## config.mk

```make
export PLATFORM = sky130hd
export DESIGN_NAME = placement_engine_param
export DESIGN_NICKNAME = d
export VERILOG_FILES = /design/src/rtl/placement_engine_param.sv
export SDC_FILE = /design/constraint.sdc
export NUM_CORES = 1
export LEC_CHECK = 0
export CAP_MARGIN = 10
export CELL_PAD_IN_SITES_DETAIL_PLACEMENT = 2
export CELL_PAD_IN_SITES_GLOBAL_PLACEMENT = 2
export CORE_MARGIN = 5
export CORE_UTILIZATION = 36
export CTS_CLUSTER_DIAMETER = 200
export DETAILED_ROUTE_END_ITERATION = 10
export PLACE_DENSITY = 0.74
export SETUP_SLACK_MARGIN = 0.1
export SLEW_MARGIN = 5
export SYNTH_ARGS = -nofsm -noshare
export SYNTH_HDL_FRONTEND = slang
export SYNTH_SLANG_ARGS = --single-unit
```

## constraint.sdc

```tcl
create_clock -name clk_i -period 32.1 [get_ports clk_i]
set_input_delay 6.42 -clock clk_i [delete_from_list [all_inputs] [get_ports clk_i]]
set_output_delay 6.42 -clock clk_i [all_outputs]
set_load 0.05 [all_outputs]
```

## src/rtl/placement_engine_param.sv

```systemverilog
// Strip-based rectangle placement pipeline: input register, evaluation against
// run-time programmable strip heights, output register with saturating strike count.
module placement_engine_param #(
    parameter int NUM_STRIPS = 16,
    parameter int DIM_W      = 5,
    parameter int COORD_W    = 8,
    parameter int REGION_W   = 128,
    parameter int DEF_H      = 8,
    parameter int CNT_W      = 4
) (
    input  logic                          clk_i,
    input  logic                          rst_i,
    input  logic                          in_valid_i,
    output logic                          in_ready_o,
    input  logic [DIM_W-1:0]              width_i,
    input  logic [DIM_W-1:0]              height_i,
    output logic                          out_valid_o,
    input  logic                          out_ready_i,
    output logic [COORD_W-1:0]            x_o,
    output logic [COORD_W-1:0]            y_o,
    output logic                          strike_flag_o,
    output logic [CNT_W-1:0]              strike_o,
    input  logic                          cfg_we_i,
    input  logic [$clog2(NUM_STRIPS)-1:0] cfg_idx_i,
    input  logic [DIM_W-1:0]              cfg_h_i,
    input  logic                          clear_i
);
    localparam int IDX_W = $clog2(NUM_STRIPS);
    localparam logic [COORD_W:0] REGION_LIM = (COORD_W+1)'(REGION_W);

    function automatic logic [CNT_W-1:0] sat_inc(input logic [CNT_W-1:0] cnt_in,
                                                 input logic inc);
        if (inc && (cnt_in != '1)) return cnt_in + CNT_W'(1);
        return cnt_in;
    endfunction

    logic                 advance, commit;
    logic                 vld_p0, vld_p1;
    logic [DIM_W-1:0]     w_p0, h_p0, w_p1, h_p1;
    logic [DIM_W-1:0]     h   [NUM_STRIPS];
    logic [COORD_W-1:0]   occ [NUM_STRIPS];
    logic [CNT_W-1:0]     cnt, cnt_next;
    logic                 found, strike;
    logic [IDX_W-1:0]     sel;
    logic [COORD_W-1:0]   occ_sel, y_sel, ybase;
    logic [COORD_W:0]     end_sel;

    assign advance    = !out_valid_o | out_ready_i;
    assign in_ready_o = advance;
    assign commit     = advance & vld_p1;

    // Evaluation of the request held in stage 1; strict '<' keeps ties on the lowest strip
    always_comb begin
        found   = 1'b0;
        sel     = '0;
        occ_sel = '0;
        y_sel   = '0;
        ybase   = '0;
        for (int k = 0; k < NUM_STRIPS; k++) begin
            if ((h[k] == h_p1) && (!found || (occ[k] < occ_sel))) begin
                found   = 1'b1;
                sel     = IDX_W'(k);
                occ_sel = occ[k];
                y_sel   = ybase;
            end
            ybase = ybase + COORD_W'(h[k]);
        end
        end_sel  = {1'b0, occ_sel} + (COORD_W+1)'(w_p1);
        strike   = (w_p1 == '0) | (h_p1 == '0) | !found | (end_sel > REGION_LIM);
        cnt_next = sat_inc(cnt, strike);
    end

    // Stage 0/1 data registers
    always_ff @(posedge clk_i) begin
        if (advance) begin
            w_p0 <= width_i;
            h_p0 <= height_i;
            w_p1 <= w_p0;
            h_p1 <= h_p0;
        end
    end

    // Stage 2 output register plus occupancy, strike counter and height state
    always_ff @(posedge clk_i or negedge rst_i) begin
        if (!rst_i) begin
            vld_p0        <= 1'b0;
            vld_p1        <= 1'b0;
            out_valid_o   <= 1'b0;
            x_o           <= '0;
            y_o           <= '0;
            strike_flag_o <= 1'b0;
            strike_o      <= '0;
            cnt           <= '0;
            for (int k = 0; k < NUM_STRIPS; k++) begin
                occ[k] <= '0;
                h[k]   <= DIM_W'(DEF_H);
            end
        end else begin
            if (advance) begin
                vld_p0      <= in_valid_i;
                vld_p1      <= vld_p0;
                out_valid_o <= vld_p1;
                if (vld_p1) begin
                    x_o           <= strike ? '1 : occ_sel;
                    y_o           <= strike ? '1 : y_sel;
                    strike_flag_o <= strike;
                    strike_o      <= clear_i ? '0 : cnt_next;
                end
            end
            // A clear in the commit cycle discards that result's state update
            if (clear_i) begin
                cnt <= '0;
                for (int k = 0; k < NUM_STRIPS; k++) occ[k] <= '0;
            end else if (commit) begin
                cnt <= cnt_next;
                for (int k = 0; k < NUM_STRIPS; k++) begin
                    if (!strike && (sel == IDX_W'(k))) occ[k] <= end_sel[COORD_W-1:0];
                end
            end
            for (int k = 0; k < NUM_STRIPS; k++) begin
                if (cfg_we_i && (cfg_idx_i == IDX_W'(k))) h[k] <= cfg_h_i;
            end
        end
    end
endmodule

```

==> results of run 1 <==
-- layer usage --
metal | vias to the layer above | track usage | part of all wire
li1 | 9252 | - | -
met2 | 389 | 0.453 | 0.51
met3 | 139 | 0.0203 | 0.032
met5 | - | 0 | 0
met1 | 10700 | 0.325 | 0.43
met4 | 0 | 0.0595 | 0.027
-- critical path, delay by kind of cell, from the launching register on --
family / cells / cell delay [ps]
AND/OR/NAND/NOR: 49 / 8170
XOR/XNOR: 1 / 280
buffers and inverters: 29 / 3540
adder cells (fa/ha/maj): 16 / 4390
flip-flops: 1 / 460
multiplexers: 10 / 2580
AO/OA/AOI/OAI: 68 / 12380
-- registers in the layout, indices dropped and copies added (netlist names), 4 cells and up --
signal / cells
occ: 128
h: 80
x_o: 8
y_o: 8
h_p0: 5
h_p1: 5
w_p0: 5
w_p1: 5
cnt: 4
strike_o: 4
-- per-stage QoR --
step	instances	hold slack, ps	TNS (ps)	instance area [sq um]
4_1_cts	3393	427	0	24800
3_3_place_gp	3299	404	-60040	23200
5_1_grt	3461	432	-166130	26000
6_report	3462	424	0	26100
3_5_place_dp	3299	412	-344920	23200
2_1_floorplan	2511	400	0	21700
-- worst max path at each step --
| stage | start | endpoint | slack [ps] | cells after the start |
|---|---|---|---|---|
| floorplan | h_p1[2] | occ[30] | 240 | 182 |
| CTS | h_p1[0] | occ[22] | 110 | 179 |
| global placement | h_p1[2] | occ[86] | -650 | 168 |
| global route | h_p1[1] | occ[17] | -1280 | 176 |
| detailed placement | h_p1[2] | occ[110] | -2510 | 174 |
| finish | h_p1[1] | occ[17] | 160 | 173 |
-- timing repair --
action,in CTS,in global routing
endpoints found under the setup margin,153,153
pin swaps,16,72
hold buffers,0,0
gates cloned,5,2
gates resized for setup,65,189
buffers inserted,33,66
-- synthesized netlist by cell type (29+ instances only) --
| master | n | area share |
|---|---|---|
| sky130_fd_sc_hd__a211oi_1 | 29 | 0.010 |
| sky130_fd_sc_hd__a21o_1 | 48 | 0.017 |
| sky130_fd_sc_hd__a21oi_1 | 228 | 0.053 |
| sky130_fd_sc_hd__clkbuf_1 | 75 | 0.013 |
| sky130_fd_sc_hd__dfrtp_1 | 220 | 0.25 |
| sky130_fd_sc_hd__ha_1 | 165 | 0.095 |
| sky130_fd_sc_hd__inv_1 | 177 | 0.031 |
| sky130_fd_sc_hd__mux2_2 | 102 | 0.053 |
| sky130_fd_sc_hd__mux2i_1 | 81 | 0.037 |
| sky130_fd_sc_hd__nand2_1 | 192 | 0.033 |
| sky130_fd_sc_hd__nand2b_1 | 59 | 0.017 |
| sky130_fd_sc_hd__nand3_1 | 109 | 0.025 |
| sky130_fd_sc_hd__nor2_1 | 171 | 0.030 |
| sky130_fd_sc_hd__nor2b_1 | 34 | 0.0098 |
| sky130_fd_sc_hd__nor3_1 | 39 | 0.0090 |
| sky130_fd_sc_hd__o21ai_0 | 194 | 0.045 |
| sky130_fd_sc_hd__xnor2_1 | 92 | 0.037 |
| sky130_fd_sc_hd__xor2_1 | 76 | 0.031 |
-- logic make-up after synthesis --
logic type | count (synthesis) | share of synthesized area
compound gates | 697 | 0.207
xor+xnor | 168 | 0.0678
fa+ha+maj | 183 | 0.110
buf+inv | 293 | 0.0544
flops | 256 | 0.301
mux | 192 | 0.0958
simple gates | 722 | 0.163
-- layout make-up --
| type | count | area, sq um | area share |
|---|---|---|---|
| sequential | 256 | 6530 | 0.251 |
| clock buffer | 36 | 803 | 0.0308 |
| clock inverter | 20 | 176 | 0.00677 |
| tap | 782 | 978 | 0.0376 |
| antenna | 1 | 2.50 | 0.0000961 |
| multi-input combinational | 1965 | 14900 | 0.573 |
| inverter | 179 | 672 | 0.0258 |
| timing repair buffer | 223 | 1960 | 0.0752 |
==> impl_metrics.csv, run 1 <==
group,metric,value,unit
route,first_iter_violations,1039,
critical_path,reg2reg_to,"occ[17]",
critical_path,cp_common_cell,"sky130_fd_sc_hd__a21o_1",
global_routing,via_count_of_the_first_global_routing_pass,22400,
yosys,syn_area_cell,8.64,sq um
clocking,cts-root-to-sink-buffers,3,
final_layout,filler_cell_count_in_the_final_layout,6423,
sta,hold_viol_final,0,
global_routing,grt_max_degree,117,
global_routing,grt_util_all_layers,0.250,
placement,dpl.hpwl,63.3,mm
floorplan,core_area,0.0600,sq mm
clocking,clock-root-buffer,"sky130_fd_sc_hd__clkbuf_16",
critical_path,r2r-start,"h_p1[1]",
placement,gp_congestion,0.887,
critical_path,worst_path_largest_cell_delay,580,ps
sta,final_setup_vio_count,0,
final_layout,syn_to_final_growth,20.1,%
route,post_dr_vias_cell,5.90,
route,detailedRoute.firstPassIterationCount,5,
clocking,path_clk_slew,60,ps
route,drt_wl_total,91.3,mm
floorplan,area_enclosed_by_the_die_boundary,0.0653,sq mm
yosys,synthDistinctLibCells,107,
route,routed_wire_per_std_cell,26.4,um
floorplan,num_io_pins,48,
critical_path,worstPathRequired,32610,ps
min_path,min-delay-path-class,"reg -> reg",
job,cap_violations,0,
sta,timing.final.max_slew_violations,0,
sta,final_critical_path_setup_slack,163,ps
yosys,synth_ff_type,"sky130_fd_sc_hd__dfrtp_1",
sta,worstMarginPinSlew,1310,ps
critical_path,r2r_slack,160,ps
min_path,hold_path.startpoint,"h_p0[4]",
sta,final_min_period_over_clock_period,0.995,
critical_path,critical-path-slowest-cell,"sky130_fd_sc_hd__or4_4",
final_layout,num-nets-final,2860,
final_layout,layout-drive-gt1-share,0.209,
yosys,yosys_register_bits,256,
yosys,number_of_synthesized_flops_with_an_enable_pin,20,
clocking,tritoncts,"yes",
critical_path,crit_path_start_kind,"register",
critical_path,ff_to_ff_path_depth,173,
run_status,status,"finished, final reports clean",
final_layout,highest_count_cells_in_the_layout_ignoring_fill_and_taps,"219 x sky130_fd_sc_hd__dfrtp_1, 204 x sky130_fd_sc_hd__a21oi_1, 184 x sky130_fd_sc_hd__nand2_1",
route,drtAntennaViolNets,0,
clocking,clock_latency,600,ps
clocking,cts_htree_levels,1,
final_layout,post_layout_utilization_of_the_core,0.434,
route,remaining_drc_errors,0,
placement,placement.io_buffers,47,
critical_path,cp-end-kind,"register",
clocking,cts_num_sinks,256,
yosys,synth-async-reset-ratio,0.922,
floorplan,initial_core_util,0.361,
final_layout,most_common_cell_after_layout_fill_and_taps_aside,"sky130_fd_sc_hd__dfrtp_1",
sta,skew,43.1,ps
min_path,timing.hold.worst_path_depth,0,
clocking,tritoncts.num_buffers,30,
critical_path,worst_ep_arrival,32450,ps
sta,timing.fmax,31.3,MHz
floorplan,die_y,256,um
min_path,hold-path-endpoint,"h_p1[4]",
floorplan,core.rowCount,90,
yosys,synth.cell_area,0.0217,sq mm
placement,place_ws,-2510,ps
global_routing,antenna_violations_before_repair,1,
critical_path,critPathMaxFanout,8,
yosys,ys.warnings.count,0,
yosys,synth_seq_area_share,0.301,
critical_path,setup.worst_path.class,"reg -> reg",
global_routing,grt_pass1_wl,132,mm
route,dr_total_vias,20400,
sta,relative_max_transition_margin,0.125,
global_routing,grt-ovfl-total,0,
yosys,synthesized_net_count,2716,
sta,period_minus_slack,31940,ps
yosys,post_synth_inst_count,2511,
floorplan,die_width,256,um
Power of run 1 is not shown: default switching activity piles up to over one toggle a cycle in this logic, so the estimate is an artifact.
==> run 2: changes to the inputs <==
CTS_CLUSTER_DIAMETER = 40   (was 200)
PLACE_DENSITY = 0.73   (was 0.74)
==> run 2 against run 1 <==
- global-route usage up 0.64 points
- hold slack lost 8.2 ps
- critical endpoint is now occ[22]
- cell area grew 2.9%
- final cell count grew 0.52%
- largest cell class unchanged
- clock skew fell by 16 ps
- flip-flop and latch count is the same
- die area unchanged
- non-clock buffer count fell by 14
- setup slack better by 320 ps
- core utilization is 1.3 points higher
- sequential share of layout area down 0.72 points
==> impl_metrics.csv, run 2 (synthesis results as in run 1) <==
group,metric,value,unit
run_status,status,"finished, final reports clean",
critical_path,setup.worst_path.class,"reg -> reg",
sta,period_minus_slack,31620,ps
min_path,hold_path.startpoint,"w_p0[4]",
sta,hold_viol_final,0,
job,cap_violations,0,
sta,timing.fmax,31.6,MHz
clocking,clock_latency,600,ps
route,dr_total_vias,20600,
critical_path,r2r-start,"h_p1[1]",
min_path,hold-path-endpoint,"w_p1[4]",
floorplan,die_width,256,um
clocking,cts-root-to-sink-buffers,3,
global_routing,antenna_violations_before_repair,2,
final_layout,num-nets-final,2865,
global_routing,grt-ovfl-total,0,
critical_path,worst_ep_arrival,32090,ps
route,drtAntennaViolNets,0,
route,detailedRoute.firstPassIterationCount,5,
floorplan,die_y,256,um
final_layout,top_register,"occ",
critical_path,r2r_slack,480,ps
min_path,min-delay-path-class,"reg -> reg",
floorplan,num_io_pins,48,
sta,relative_max_transition_margin,0.141,
final_layout,number_of_flip_flops_under_the_largest_register_name,128,
route,routed_wire_per_std_cell,26.3,um
clocking,tritoncts.num_buffers,48,
global_routing,grt_max_degree,167,
critical_path,crit_path_start_kind,"register",
route,remaining_drc_errors,0,
critical_path,reg2reg_to,"occ[22]",
sta,worstMarginPinSlew,1290,ps
sta,final_min_period_over_clock_period,0.985,
route,post_dr_vias_cell,5.92,
critical_path,cp-end-kind,"register",
floorplan,area_enclosed_by_the_die_boundary,0.0653,sq mm
placement,dpl.hpwl,63.1,mm
placement,place_ws,-2420,ps
sta,timing.final.max_slew_violations,0,
final_layout,post_layout_utilization_of_the_core,0.447,
critical_path,critPathMaxFanout,8,
clocking,cts_num_sinks,256,
final_layout,syn_to_final_growth,23.6,%
sta,totalNegativeSetupSlack,0,ps
route,first_iter_violations,1113,
critical_path,ff_to_ff_path_depth,175,
clocking,clock-root-buffer,"sky130_fd_sc_hd__clkbuf_16",
critical_path,worstPathRequired,32570,ps
clocking,tritoncts,"yes",
floorplan,core.rowCount,90,
final_layout,layout-drive-gt1-share,0.222,
floorplan,core_area,0.0600,sq mm
global_routing,grt_pass1_wl,134,mm
global_routing,grt_util_all_layers,0.256,
critical_path,critical-path-slowest-cell,"sky130_fd_sc_hd__or4_4",
clocking,path_clk_slew,60,ps
min_path,timing.hold.worst_path_depth,0,
global_routing,via_count_of_the_first_global_routing_pass,22600,
sta,final_critical_path_setup_slack,483,ps
final_layout,most_common_cell_after_layout_fill_and_taps_aside,"sky130_fd_sc_hd__dfrtp_1",
placement,placement.io_buffers,47,
final_layout,highest_count_cells_in_the_layout_ignoring_fill_and_taps,"220 x sky130_fd_sc_hd__dfrtp_1, 201 x sky130_fd_sc_hd__a21oi_1, 180 x sky130_fd_sc_hd__nand2_1",
critical_path,worst_path_largest_cell_delay,570,ps
sta,skew,27.1,ps
floorplan,initial_core_util,0.361,
placement,gp_congestion,0.904,
clocking,cts_htree_levels,2,
route,drt_wl_total,91.6,mm
sta,final_setup_vio_count,0,
final_layout,largest_registers,"occ: 128 flops, h: 80 flops",
==> run 2: changes by cell type in the layout (fill, tap and decap cells not counted), sizes merged, moves of 2 or more <==
cell | previous run | this run
clkbuf | 36 | 56
bufinv | 2 | 4
clkinvlp | 2 | 5
clkinv | 15 | 12
inv | 180 | 189
buf | 177 | 163
==> run 2: stage by stage <==
step	cells	cell area [sq um]	hold WS (ps)
after floorplan	2511	21700	400
after global placement	3302	23300	406
after CTS	3418	25400	417
final	3480	26800	416
after detailed placement	3302	23300	405
after global routing	3479	26800	421
==> run 2: area by class of cell <==
type | instances | area, sq um
tap | 782 | 978
clock inverter | 31 | 358
timing repair buffer | 209 | 1860
inverter | 179 | 674
sequential | 256 | 6530
antenna | 1 | 2.50
fill | 6437 | 33200
multi-input combinational | 1966 | 15200
clock buffer | 56 | 1260
==> run 2: worst max path at each step <==
stage	from	end	slack, ps	cells past startpoint
final	h_p1[1]	occ[22]	480	175
after CTS	h_p1[3]	occ[22]	140	173
after floorplan	h_p1[2]	occ[30]	240	182
after global placement	h_p1[2]	occ[70]	-440	171
after detailed placement	h_p1[2]	occ[70]	-2420	167
after global routing	h_p1[1]	occ[58]	-1080	175
==> run 2: critical path: cells and delay by family, from the launching register on <==
kind                       cells  cell delay (ps)
AOI/OAI and AO/OA             65            11170
xor gates and xnor gates       1              320
adders and majority gates     16             4420
buffers and inverters         24             3010
DFF                            1              490
muxes                          7             1750
and+or+nand+nor               62            10200
==> run 2: routing by layer <==
layer  part of all wire  track usage  routed length, um
met3              0.038       0.0375               3520
met5            0.00032            0                 29
met4              0.032       0.0811               2950
met1               0.43        0.328              39300
met2               0.50        0.449              45800
==> run 2: what timing repair did <==
item / CTS / global route
cloned: 5 / 4
buffers inserted: 24 / 57
endpoints found under the setup margin: 153 / 153
resized for setup: 62 / 214
pin swaps: 21 / 70
hold buffers: 0 / 0
Power of run 2 is left out for the same reason.
